<file path="src/rtl/fb_pkg.sv">
// rtl/fb_pkg.sv - shared framebuffer geometry, address type and write-controller states
package fb_pkg;

    localparam int H_RES         = 320;
    localparam int V_RES         = 240;
    localparam int FB_PIXELS     = 76800;
    localparam int FB_ADDR_WIDTH = 17;

    typedef logic [FB_ADDR_WIDTH-1:0] fb_addr_t;

    typedef enum logic {
        CLEAR = 1'b0,
        DRAW  = 1'b1
    } fbw_state_e;

endpackage

</file>
<file path="src/rtl/vsync_edge_sync.sv">
// rtl/vsync_edge_sync.sv - two-flop vsync synchronizer with falling-edge swap detect
module vsync_edge_sync (
    input  logic i_clk,
    input  logic i_reset,
    input  logic i_vsync,
    output logic o_swap
);

    logic r_sync1;
    logic r_sync2;
    logic r_prev;

    always_ff @(posedge i_clk or posedge i_reset) begin
        if (i_reset) begin
            r_sync1 <= 1'b0;
            r_sync2 <= 1'b0;
            r_prev  <= 1'b0;
        end else begin
            r_sync1 <= i_vsync;
            r_sync2 <= r_sync1;
            r_prev  <= r_sync2;
        end
    end

    // Same edge rule as the framebuffer, so both sides swap on the same cycle
    assign o_swap = r_prev & ~r_sync2;

endmodule

</file>
<file path="src/rtl/fb_write_ctrl.sv">
// rtl/fb_write_ctrl.sv - clears the back buffer after each swap, then writes rasterized pixels
module fb_write_ctrl #(
    parameter int         H_RES       = fb_pkg::H_RES,
    parameter int         V_RES       = fb_pkg::V_RES,
    parameter int         ADDR_WIDTH  = fb_pkg::FB_ADDR_WIDTH,
    parameter logic [7:0] CLEAR_COLOR = 8'h00
) (
    input  logic                  clk,
    input  logic                  reset,
    input  logic                  vsync,
    input  logic                  pix_valid,
    input  logic [8:0]            pix_x,
    input  logic [7:0]            pix_y,
    input  logic [7:0]            pix_color,
    output logic                  pix_ready,
    output logic                  wea,
    output logic [ADDR_WIDTH-1:0] addra,
    output logic [7:0]            dina,
    output logic                  clearing,
    output logic                  frame_start
);

    import fb_pkg::*;

    localparam int                    FB_LAST   = H_RES * V_RES - 1;
    localparam logic [ADDR_WIDTH-1:0] LAST_ADDR = ADDR_WIDTH'(FB_LAST);
    localparam logic [8:0]            X_LIM     = 9'(H_RES);
    localparam logic [7:0]            Y_LIM     = 8'(V_RES);

    fbw_state_e            r_state;
    fbw_state_e            w_state_next;
    logic [ADDR_WIDTH-1:0] r_clr_cnt;
    logic [ADDR_WIDTH-1:0] w_clr_cnt_next;
    logic                  r_wea;
    logic                  w_wea_next;
    logic [ADDR_WIDTH-1:0] r_addra;
    logic [ADDR_WIDTH-1:0] w_addra_next;
    logic [7:0]            r_dina;
    logic [7:0]            w_dina_next;
    logic                  r_frame_start;
    logic                  w_frame_start_next;
    logic                  w_pix_ready;
    logic                  w_swap;
    logic                  w_in_range;
    logic [ADDR_WIDTH-1:0] w_x_ext;
    logic [ADDR_WIDTH-1:0] w_y_ext;
    logic [ADDR_WIDTH-1:0] w_pix_addr;

    vsync_edge_sync u_vsync_sync (
        .i_clk   (clk),
        .i_reset (reset),
        .i_vsync (vsync),
        .o_swap  (w_swap)
    );

    // y*320 + x as (y<<8) + (y<<6) + x
    assign w_x_ext    = ADDR_WIDTH'(pix_x);
    assign w_y_ext    = ADDR_WIDTH'(pix_y);
    assign w_pix_addr = (w_y_ext << 8) + (w_y_ext << 6) + w_x_ext;
    assign w_in_range = (pix_x < X_LIM) && (pix_y < Y_LIM);

    always_comb begin
        w_state_next       = r_state;
        w_clr_cnt_next     = r_clr_cnt;
        w_wea_next         = 1'b0;
        w_addra_next       = r_addra;
        w_dina_next        = r_dina;
        w_frame_start_next = 1'b0;
        w_pix_ready        = 1'b0;
        // A swap cycle never writes, so nothing from the old frame leaks into the new buffer
        if (w_swap) begin
            w_state_next   = CLEAR;
            w_clr_cnt_next = '0;
        end else begin
            case (r_state)
                CLEAR: begin
                    w_wea_next   = 1'b1;
                    w_addra_next = r_clr_cnt;
                    w_dina_next  = CLEAR_COLOR;
                    if (r_clr_cnt == LAST_ADDR) begin
                        w_state_next       = DRAW;
                        w_clr_cnt_next     = '0;
                        w_frame_start_next = 1'b1;
                    end else begin
                        w_clr_cnt_next = r_clr_cnt + ADDR_WIDTH'(1);
                    end
                end
                DRAW: begin
                    w_pix_ready = 1'b1;
                    if (pix_valid && w_in_range) begin
                        w_wea_next   = 1'b1;
                        w_addra_next = w_pix_addr;
                        w_dina_next  = pix_color;
                    end
                end
                default: begin
                    w_state_next   = CLEAR;
                    w_clr_cnt_next = '0;
                end
            endcase
        end
    end

    always_ff @(posedge clk or posedge reset) begin
        if (reset) begin
            r_state       <= CLEAR;
            r_clr_cnt     <= '0;
            r_wea         <= 1'b0;
            r_addra       <= '0;
            r_dina        <= 8'h00;
            r_frame_start <= 1'b0;
        end else begin
            r_state       <= w_state_next;
            r_clr_cnt     <= w_clr_cnt_next;
            r_wea         <= w_wea_next;
            r_addra       <= w_addra_next;
            r_dina        <= w_dina_next;
            r_frame_start <= w_frame_start_next;
        end
    end

    assign pix_ready   = w_pix_ready;
    assign wea         = r_wea;
    assign addra       = r_addra;
    assign dina        = r_dina;
    assign clearing    = (r_state == CLEAR);
    assign frame_start = r_frame_start;

endmodule
</file>
<file path="config.mk">
export PLATFORM = sky130hd
export DESIGN_NAME = fb_write_ctrl
export DESIGN_NICKNAME = d
export VERILOG_FILES = /design/src/rtl/fb_pkg.sv /design/src/rtl/vsync_edge_sync.sv /design/src/rtl/fb_write_ctrl.sv
export SDC_FILE = /design/constraint.sdc
export NUM_CORES = 1
export LEC_CHECK = 0
export ABC_AREA = 1
export ABC_CLOCK_PERIOD_IN_PS = 1900
export CAP_MARGIN = 20
export CORE_MARGIN = 4
export CORE_UTILIZATION = 52
export CTS_BUF_LIST = sky130_fd_sc_hd__clkbuf_4 sky130_fd_sc_hd__clkbuf_8 sky130_fd_sc_hd__clkbuf_16
export DETAILED_ROUTE_END_ITERATION = 8
export PLACE_DENSITY = 0.8
export RECOVER_POWER = 25
export SKIP_CTS_REPAIR_TIMING = 1
export SYNTH_ARGS = -nofsm -noshare
export SYNTH_HDL_FRONTEND = slang
export SYNTH_SLANG_ARGS = --single-unit
export TNS_END_PERCENT = 5
</file>
<file path="constraint.sdc">
create_clock -name clk -period 1.9 [get_ports clk]
set_clock_uncertainty 0.1 [all_clocks]
set_input_delay 0.38 -clock clk [delete_from_list [all_inputs] [get_ports clk]]
set_output_delay 0.38 -clock clk [all_outputs]
set_load 0.01 [all_outputs]
</file>
==> summary.txt <==
Run status
  • Status: finished, violations left
  • Violated checks: negative setup slack

GRT
  • Vias in the first global route: roughly 2600
  • GR Util All Layers: 21.4%
  • Largest net degree at the start of global routing: 49
  • Initial antenna violation count: 0
  • First-pass GRT wire length: 12300 µm
  • GRT Residual Overflow: 0

Final layout
  • Nets: slightly below 500
  • Leading cell types in the layout, fill and taps excluded: 112 x nand2_1, 48 x dfrtp_1, 48 x clkdlybuf4s50_1
  • Share of cells above drive strength 1: 18.6%
  • Most common cell after layout, fill and taps aside: nand2_1
  • N_diodes: 0
  • Number of fill cells in the layout: 420
  • Finished Cell Area: 3950 µm²
  • Layout Cells excl Fill: 519
  • Area Growth Syn to Fin: 34.3%
  • Core Util, Final: approximately 72%

Yosys
  • Syn_area_per_cell: 7.90 µm²
  • Adder-Cell Fraction of Synth Area: 8.18%
  • Yosys reg bits: 48
  • Post-synth ARST share: 100%
  • Complex-gate fraction of the synthesized area: 6.90%
  • Syn nets: 419
  • Cell count after synthesis: 372
  • Largest family of logic cells by synthesized area: simple AND/OR/NAND/NOR gates
  • Number of flops mapped to enable cells by yosys: 0
  • Most used DFF post-synth: dfrtp_1
  • Sequential area share after synthesis: 40.9%
  • Post-Synth Simple-Gate Area: 32.5%
  • Distinct cells, synth: 37
  • XOR/XNOR share of the synthesized area: 3.88%
  • Warnings, synthesis: 0
  • Cell Area, Synth: 2940 µm²
  • Mux contribution to synthesized area: 0%

Clock tree
  • Number of buffers created by CTS: 5
  • Clock Latency Late Sink: 0.30 ns
  • H-tree depth: 2
  • Total clock sinks: 48
  • Root Buffer: clkbuf_8
  • Clk slew on worst S/H paths: around 0.090 ns
  • Max Root-Sink Buffers: 2
  • CTS tree: yes

Worst setup path
  • Crit Path Class: primary input to flop
  • CP arrival: roughly 2.2 ns
  • Biggest cell delay along the critical path: 0.44 ns
  • CP bufs+invs: 2
  • Critical-path cell list: clkdlybuf4s50_1 -> ha_1 -> ha_4 -> buf_4 -> nand2_1 -> nor2_1 -> nand3_1 -> nand3_1 -> nand3_1 -> nand2_1 -> nand2_1
  • Worst setup SP type: primary input
  • WP data required: 1.99 ns
  • Reg2reg path depth: 10
  • Worst path depth: 11
  • Critical path's slowest cell: clkdlybuf4s50_1
  • Crit-path leading delay family: simple AND/OR/NAND/NOR gates
  • CP endpoint kind: flop
  • Crit-path max FO: 3

STA
  • Tmin final: approximately 2.1 ns
  • Max_slew headroom: 22.3%
  • F_max: slightly below 500 MHz
  • Worst-Margin Slew: between 1 and 1.5 ns
  • Hold Violations, Final: 0
  • Fin crit share: 110%
  • RSZ-0062 raised after global routing: yes
  • Count of final setup violators: 7
  • Max-slew violations: 0
  • Min setup slack post-route: -0.183 ns

Pwr
  • Sw frac: around 29%
  • Power Density: 612 nW/µm²
  • Power, Total: around 0.0024 W
  • Clock power share: 25.7%
  • Int Power: 0.00170 W
  • Comb pwr share: 26.4%
  • Fraction of power consumed by sequential logic: a little under half
  • Sw power: 0.000712 W
  • Peak VDD IR: around 0.39 mV
  • Cell leakage power: around 1.9 nW

Drt
  • Vias per cell: 5.29
  • Antenna Nets Post-Route: 0
  • # DRC: 0
  • Wirelength, routed: about 7600 µm
  • Pre-antenna DRT Iters: 5
  • DR WL/cell: 14.6 µm
  • Vias post-DR: 2746
  • 1st-iter DRT viols: 173

Die
  • Core area: 5510 µm²
  • Cell Rows: 27
  • Die height: 83.2 µm
  • Die X: 83.2 µm
  • Initial Util: 53.4%
  • Die area: 6920 µm²
  • Io pins: 58

Place
  • GPL Wtd Cong: 0.882
  • Placed wire-length estimate: 5490 µm
  • PortBufs: 57
  • Placed inst area: 3730 µm²
  • Pre-CTS setup slack: -0.834 ns
  • Placed cells: 512

Min path
  • Worst hold path depth: 0
  • Hold Crit Class: flop to flop

Flow run
  • Max-Cap Viols: 0
## sequential cells by signal, summed over array words and instances (netlist names)
register,count
u_vsync_sync.r_sync2,1
wea,1
r_clr_cnt,17
r_state,1
dina,8
addra,17
u_vsync_sync.r_sync1,1
u_vsync_sync.r_prev,1
frame_start,1
## layer usage
layer  part of all wire (%)  GRT usage, %
met5                      0             0
met4                   0.50          4.75
met3                    5.8          4.17
met2                     50          35.1
met1                     44          29.4
## cells in the mapped netlist (2+ instances only)
| cell type | number | area (µm²) |
|---|---|---|
| nor3_1 | 3 | 15.0 |
| nor2_4 | 3 | 33.8 |
| fa_1 | 2 | 40.0 |
| buf_2 | 7 | 35.0 |
| xor2_1 | 11 | 96.3 |
| a21oi_1 | 2 | 10.0 |
| ha_1 | 16 | 200 |
| nand2_1 | 119 | 447 |
| dfrtp_1 | 48 | 1200 |
| inv_2 | 4 | 15.0 |
| inv_1 | 32 | 120 |
| nor2_1 | 32 | 120 |
| a31oi_1 | 10 | 62.6 |
| nand2_2 | 6 | 37.5 |
| o22ai_1 | 7 | 43.8 |
| xnor2_1 | 2 | 17.5 |
| nand3_1 | 32 | 160 |
| nand4_1 | 5 | 31.3 |
| o21ai_2 | 3 | 26.3 |
| o21ai_0 | 7 | 35.0 |
| nor3_2 | 4 | 40.0 |
| nand3b_1 | 2 | 15.0 |
## final cells by class
class / instances / area [µm²] / area share, %
repair buffers: 80 / 761 / 19.3
clock buffers: 6 / 82.6 / 2.09
inverters: 38 / 153 / 3.87
flip-flops and latches: 48 / 1200 / 30.4
clock inverters: 1 / 8.76 / 0.222
well taps: 72 / 90.1 / 2.28
multi-input cells: 274 / 1650 / 41.8
## metrics by stage
stage          hold slack (ns)  setup TNS [ns]
2_1_floorplan            0.231          -0.532
3_3_place_gp             0.235           -6.55
3_5_place_dp             0.236           -7.02
4_1_cts                  0.257           -4.36
5_1_grt                  0.266           -1.43
6_report                 0.254          -0.604
## kinds of logic after synthesis
family          Yosys count
compound gates           32
xor+xnor                 13
fa+ha+maj                18
buf+inv                  50
flops                    48
simple gates            211
## power by group through the flow
| stage | clock network [W] | logic (W) | registers (W) |
|---|---|---|---|
| 6_report | 0.000621 | 0.000637 | 0.00116 |
| 2_1_floorplan | 0 | 0.000305 | 0.00118 |
| 3_5_place_dp | 0 | 0.000578 | 0.00118 |
| 4_1_cts | 0.000633 | 0.000583 | 0.00116 |
| 3_3_place_gp | 0 | 0.000568 | 0.00117 |
| 5_1_grt | 0.000684 | 0.000702 | 0.00117 |
## final timing paths
check / start / to / slack, ns
setup / recovery: pix_y[3] / addra[14]$_DFFE_PP0P_ / -0.18
hold reg to reg: u_vsync_sync.r_sync1$_DFF_PP0_ / u_vsync_sync.r_sync2$_DFF_PP0_ / 0.25
max in group asynchronous: reset / addra[7]$_DFFE_PP0P_ / 0.33
hold / removal: u_vsync_sync.r_sync1$_DFF_PP0_ / u_vsync_sync.r_sync2$_DFF_PP0_ / 0.25
setup reg to reg: r_clr_cnt[0]$_DFFE_PP0N_ / r_clr_cnt[11]$_DFFE_PP0N_ / 0.19
min in group asynchronous: reset / dina[2]$_DFFE_PP0P_ / 0.67
Power figures use the tool's default switching activity.
==> RTL change 1, RTL diff (config.mk and constraints unchanged) <==
Set the package constant `FB_ADDR_WIDTH` to 25 (it was 17).
--- a/src/rtl/fb_pkg.sv
+++ b/src/rtl/fb_pkg.sv
@@ -4,7 +4,7 @@
     localparam int H_RES         = 320;
     localparam int V_RES         = 240;
     localparam int FB_PIXELS     = 76800;
-    localparam int FB_ADDR_WIDTH = 17;
+    localparam int FB_ADDR_WIDTH = 25;
 
     typedef logic [FB_ADDR_WIDTH-1:0] fb_addr_t;
 
Ports: changed (resized addra); port bits go from 58 to 66. No check against the original RTL was run, so the function may have changed too.
==> RTL change 1 against the original RTL <==
  * Sequential cell count up 16
  * Synthesized cell count up 41%
  * Routed wire length up 36%
  * Cell area up 32%
  * Worst setup slack better by 43 ps
  * Area after synthesis up 31%
  * Combinational power up 2%
  * Global-route usage up 3.2 points
  * Critical path type unchanged
  * The flow still finishes with violations (setup timing)
  * Total power up 45%
==> RTL change 1: results (changes against the original RTL) <==
metric,value,unit,change
gr-usage-all-layers,24.5,%,was 21.4%
nets,667,,was 494
ys_seq_area_share,41.5,%,was 40.9%
detail_route.first_pass.iterations,6,,was 5
hpwl,7680,um,was 5490 um
run_status,"finished, violations left",,unchanged
cp_max_fanout,4,,was 3
place_ws,-921,ps,was -834 ps
critical_path.reg2reg.endpoint,addra[15]$_DFFE_PP0P_,,was r_clr_cnt[11]$_DFFE_PP0N_
setup_viols_final,5,,was 7
netlist_top_cells_count,"nand2_1 (186), dfrtp_1 (64), nor2_1 (59)",,"was nand2_1 (119), dfrtp_1 (48), inv_1 (32), nand3_1 (32), nor2_1 (32)"
clock_path_buffers,2,,unchanged
power_leakage,2.51,nW,was 1.87 nW
critical_path.startpoint,pix_y[5],,was pix_y[3]
yosys-top-cells-area,"dfrtp_1 (42%), nand2_1 (18%), nand3_1 (6.5%), nor2_1 (5.7%), ha_1 (5.2%)",,"was dfrtp_1 (41%), nand2_1 (15%), ha_1 (6.8%), nand3_1 (5.5%), inv_1 (4.1%)"
synthCells,526,,was 372
worstSetupEndpoint,addra[14]$_DFFE_PP0P_,,unchanged
htree_num_levels,3,,was 2
placedCellCount,708,,was 512
numPortBuffers,65,,was 57
final.hold.worst_slack,261,ps,was 254 ps
worst_path_largest_cell_delay,460,ps,was 440 ps
synthDistinctLibCells,32,,was 37
final_core_util,72.0,%,was 71.7%
clock_input_transition_at_the_sequential_cells_of_the_worst_setup_and_hold_paths,70,ps,was 90 ps
totalNegativeSetupSlack,-334,ps,was -604 ps
clock_insertion_delay_worst_skew,340,ps,was 300 ps
max_ir_drop_vdd,597,uV,was 389 uV
critPathTopFamily,adder cells,,was simple AND/OR/NAND/NOR gates
routedWlPerCell,14.2,um,was 14.6 um
reg2reg_slack,40,ps,was 190 ps
worst_r2r_startpoint,r_state$_DFF_PP0_,,was r_clr_cnt[0]$_DFFE_PP0N_
cts-buffers-inserted,9,,was 5
detailroute.via_count,3753,,"was 2,746"
detail_route.wirelength,10300,um,was 7560 um
first_iter_violations,210,,was 173
fillerInstances,563,,was 420
post_syn_nets,573,,was 419
grt_pass1_vias,3703,,"was 2,613"
final_layout_size_suffix_gt1_share,16.2,%,was 18.6%
global_route_wire_length_before_repair,17200,um,"was 12,300 um"
worstRegToRegCells,9,,was 10
grt_overflow_total,0,,unchanged
worst_pin_slew,854,ps,was 1170 ps
place.gp.congestion,0.982,,was 0.882
violations,setup timing,,unchanged
place_area,4860,um2,was 3730 um2
layout_setup_ws,-139,ps,was -183 ps
-- RTL change 1: cell families after synthesis --
group | Yosys count | synth area share, %
AOI/OAI and AO/OA | 36 | 5.52
xor gates and xnor gates | 16 | 3.63
adders and majority gates | 18 | 6.23
buffers and inverters | 69 | 7.30
DFF | 64 | 41.5
and+or+nand+nor | 323 | 35.8
-- RTL change 1: where the power goes --
part           switching [W]  leakage [nW]  internal (W)
registers          0.0000748         0.868       0.00143
logic               0.000320          1.53      0.000328
clock network       0.000569         0.117      0.000782
-- RTL change 1: metal layers --
layer / global-route usage, % / vias up / routed length, um
met5: 0 / - / 0
met4: 10.7 / 0 / 189
met3: 4.01 / 16 / 536
met2: 42.2 / 119 / 5310
met1: 30.3 / 1769 / 4230
li1: - / 1849 / -
-- RTL change 1: area by class of cell --
cell class | count | area share (%)
multi-input cells | 393 | 40.2
inverters | 53 | 4.00
clock inverters | 6 | 1.76
well taps | 99 | 2.38
repair buffers | 99 | 18.2
clock buffers | 10 | 2.65
flip-flops and latches | 64 | 30.8
==> RTL change 2, RTL diff (same settings) <==
Without the edit above. Take the reset off `r_addra` and `r_dina` and load them in a clocked block of their own.
--- a/src/rtl/fb_write_ctrl.sv
+++ b/src/rtl/fb_write_ctrl.sv
@@ -106,17 +106,18 @@
             r_state       <= CLEAR;
             r_clr_cnt     <= '0;
             r_wea         <= 1'b0;
-            r_addra       <= '0;
-            r_dina        <= 8'h00;
             r_frame_start <= 1'b0;
         end else begin
             r_state       <= w_state_next;
             r_clr_cnt     <= w_clr_cnt_next;
             r_wea         <= w_wea_next;
-            r_addra       <= w_addra_next;
-            r_dina        <= w_dina_next;
             r_frame_start <= w_frame_start_next;
         end
+    end
+
+    always_ff @(posedge clk) begin
+        r_addra <= w_addra_next;
+        r_dina  <= w_dina_next;
     end
 
     assign pix_ready   = w_pix_ready;
Check against the original RTL: differs if reset is asserted again (counterexample within 4 cycles, from zero or initial values and one cycle with reset high); with reset held inactive, the same outputs for 10 cycles.
==> RTL change 2 against the original RTL <==
  * Hold slack improved by 7.1 ps
  * Area after synthesis shrank 1.0%
  * Critical path type unchanged
  * Routed wire length decreased by 1.9%
  * Sequential cell count unchanged
  * Die area fell by 0.92%
  * Worst setup slack gained 47 ps
  * The run still ends with setup timing left
  * Total power is 15% higher
  * Cell area grew 2.4%
  * Count of clock-buffer cells in the layout decreased by 1
==> RTL change 2: results (changes against the original RTL) <==
metric,value,unit,change
run_status,"finished, violations left",,unchanged
violations,setup timing,,unchanged
layoutNonFillerInstCount,513,,was 519
place.gp.congestion,0.852,,was 0.882
final_layout_size_suffix_gt1_share,20.6,%,was 18.6%
synth_async_reset_ratio,47.9,%,was 100%
yosysWarningCount,0,,unchanged
critPathTopFamily,adder cells,,was simple AND/OR/NAND/NOR gates
hp-class,reg -> reg,,unchanged
global_route_wire_length_before_repair,11100,um,"was 12,300 um"
maximum_number_of_pins_on_one_net_before_global_route_repair,34,,was 49
clockRootBuffer,clkbuf_8,,unchanged
met2_usage,37.3,%,was 35.1%
grt_pass1_vias,2485,,"was 2,613"
place_ws,-941,ps,was -834 ps
detail_route.wirelength,7420,um,was 7560 um
htree_num_levels,2,,unchanged
grt.met3_usage,3.46,%,was 4.17%
grt_use_met1,27.2,%,was 29.4%
post_syn_nets,405,,was 419
gr-usage-all-layers,21.3,%,was 21.4%
clock_input_transition_at_the_sequential_cells_of_the_worst_setup_and_hold_paths,90,ps,about the same
nets,488,,was 494
crit_path_top_delay_cell,fa_1,,was clkdlybuf4s50_1
detail_route.first_pass.iterations,4,,was 5
synthDistinctLibCells,30,,was 37
worst_pin_slew,1280,ps,was 1170 ps
routed.top_layer,met4,,unchanged
crit_arrival,1990,ps,was 2170 ps
routed-wl-met2,3840,um,was 3790 um
power_leakage,1.97,nW,was 1.87 nW
netlist_top_cells_count,"nand2_1 (129), inv_1 (48), edfxtp_1 (25), nand3_1 (25)",,"was nand2_1 (119), dfrtp_1 (48), inv_1 (32), nand3_1 (32), nor2_1 (32)"
max_ir_drop_vdd,516,uV,was 389 uV
first_iter_violations,162,,was 173
synthCells,358,,was 372
ys_seq_area_share,45.6,%,was 40.9%
totalNegativeSetupSlack,-367,ps,was -604 ps
synth_enable_flop_cells,25,,was 0
route.detailed.drc,0,,unchanged
cp_max_fanout,3,,unchanged
layout_setup_ws,-136,ps,was -183 ps
place_area,3730,um2,about the same
yosys-top-cells-area,"edfxtp_1 (26%), dfrtp_1 (20%), nand2_1 (17%), ha_1 (6.9%), inv_1 (6.2%)",,"was dfrtp_1 (41%), nand2_1 (15%), ha_1 (6.8%), nand3_1 (5.5%), inv_1 (4.1%)"
clock_path_buffers,2,,unchanged
drt-met1-wl,2920,um,was 3300 um
placedCellCount,502,,was 512
setup_viols_final,5,,was 7
antenna_found_initial,0,,unchanged
numPortBuffers,57,,unchanged
cts-buffers-inserted,5,,unchanged
hpwl,5310,um,was 5490 um
wl_met3,500,um,was 442 um
worst_path_largest_cell_delay,550,ps,was 440 ps
detailroute.via_count,2609,,"was 2,746"
[RTL change 2: cell type report]
class / instances / area (um2)
clock buffer: 5 / 68.8
fill: 345 / 1230
tap: 70 / 87.6
sequential: 48 / 1330
multi-input combinational: 252 / 1490
clock inverter: 3 / 68.8
antenna: 1 / 2.50
timing repair buffer: 83 / 791
inverter: 51 / 204
[RTL change 2: power breakdown]
part	switching [W]	total (W)	internal, W	leakage (nW)
Sequential	0.0000592	0.00124	0.00119	0.578
Clock	0.000351	0.000881	0.000530	0.0688
Combinational	0.000320	0.000661	0.000341	1.32
[RTL change 2: cell families (layout without fill, tap and decap cells)]
| family | count (synthesis) | after routing | synth area share, % |
|---|---|---|---|
| buf+inv | 58 | 142 | 7.75 |
| xor+xnor | 9 | 9 | 2.71 |
| fa+ha+maj | 18 | 18 | 8.26 |
| other cells | 0 | 1 | 0 |
| flops | 48 | 48 | 45.6 |
| compound gates | 25 | 25 | 5.72 |
| simple gates | 200 | 200 | 29.9 |
[RTL change 2: final timing paths]
| check | slack, ps | depth (start not counted) | end | from |
|---|---|---|---|---|
| min in group asynchronous | 690 | 3 | u_vsync_sync.r_sync1$_DFF_PP0_ | reset |
| hold / removal | 260 | 0 | u_vsync_sync.r_sync2$_DFF_PP0_ | u_vsync_sync.r_sync1$_DFF_PP0_ |
| max in group asynchronous | 260 | 3 | r_clr_cnt[13]$_DFFE_PP0N_ | reset |
| setup reg to reg | 260 | 5 | r_clr_cnt[6]$_DFFE_PP0N_ | r_clr_cnt[1]$_DFFE_PP0N_ |
| hold reg to reg | 260 | 0 | u_vsync_sync.r_sync2$_DFF_PP0_ | u_vsync_sync.r_sync1$_DFF_PP0_ |
| setup / recovery | -140 | 10 | addra[11]$_DFFE_PP_ | pix_x[8] |
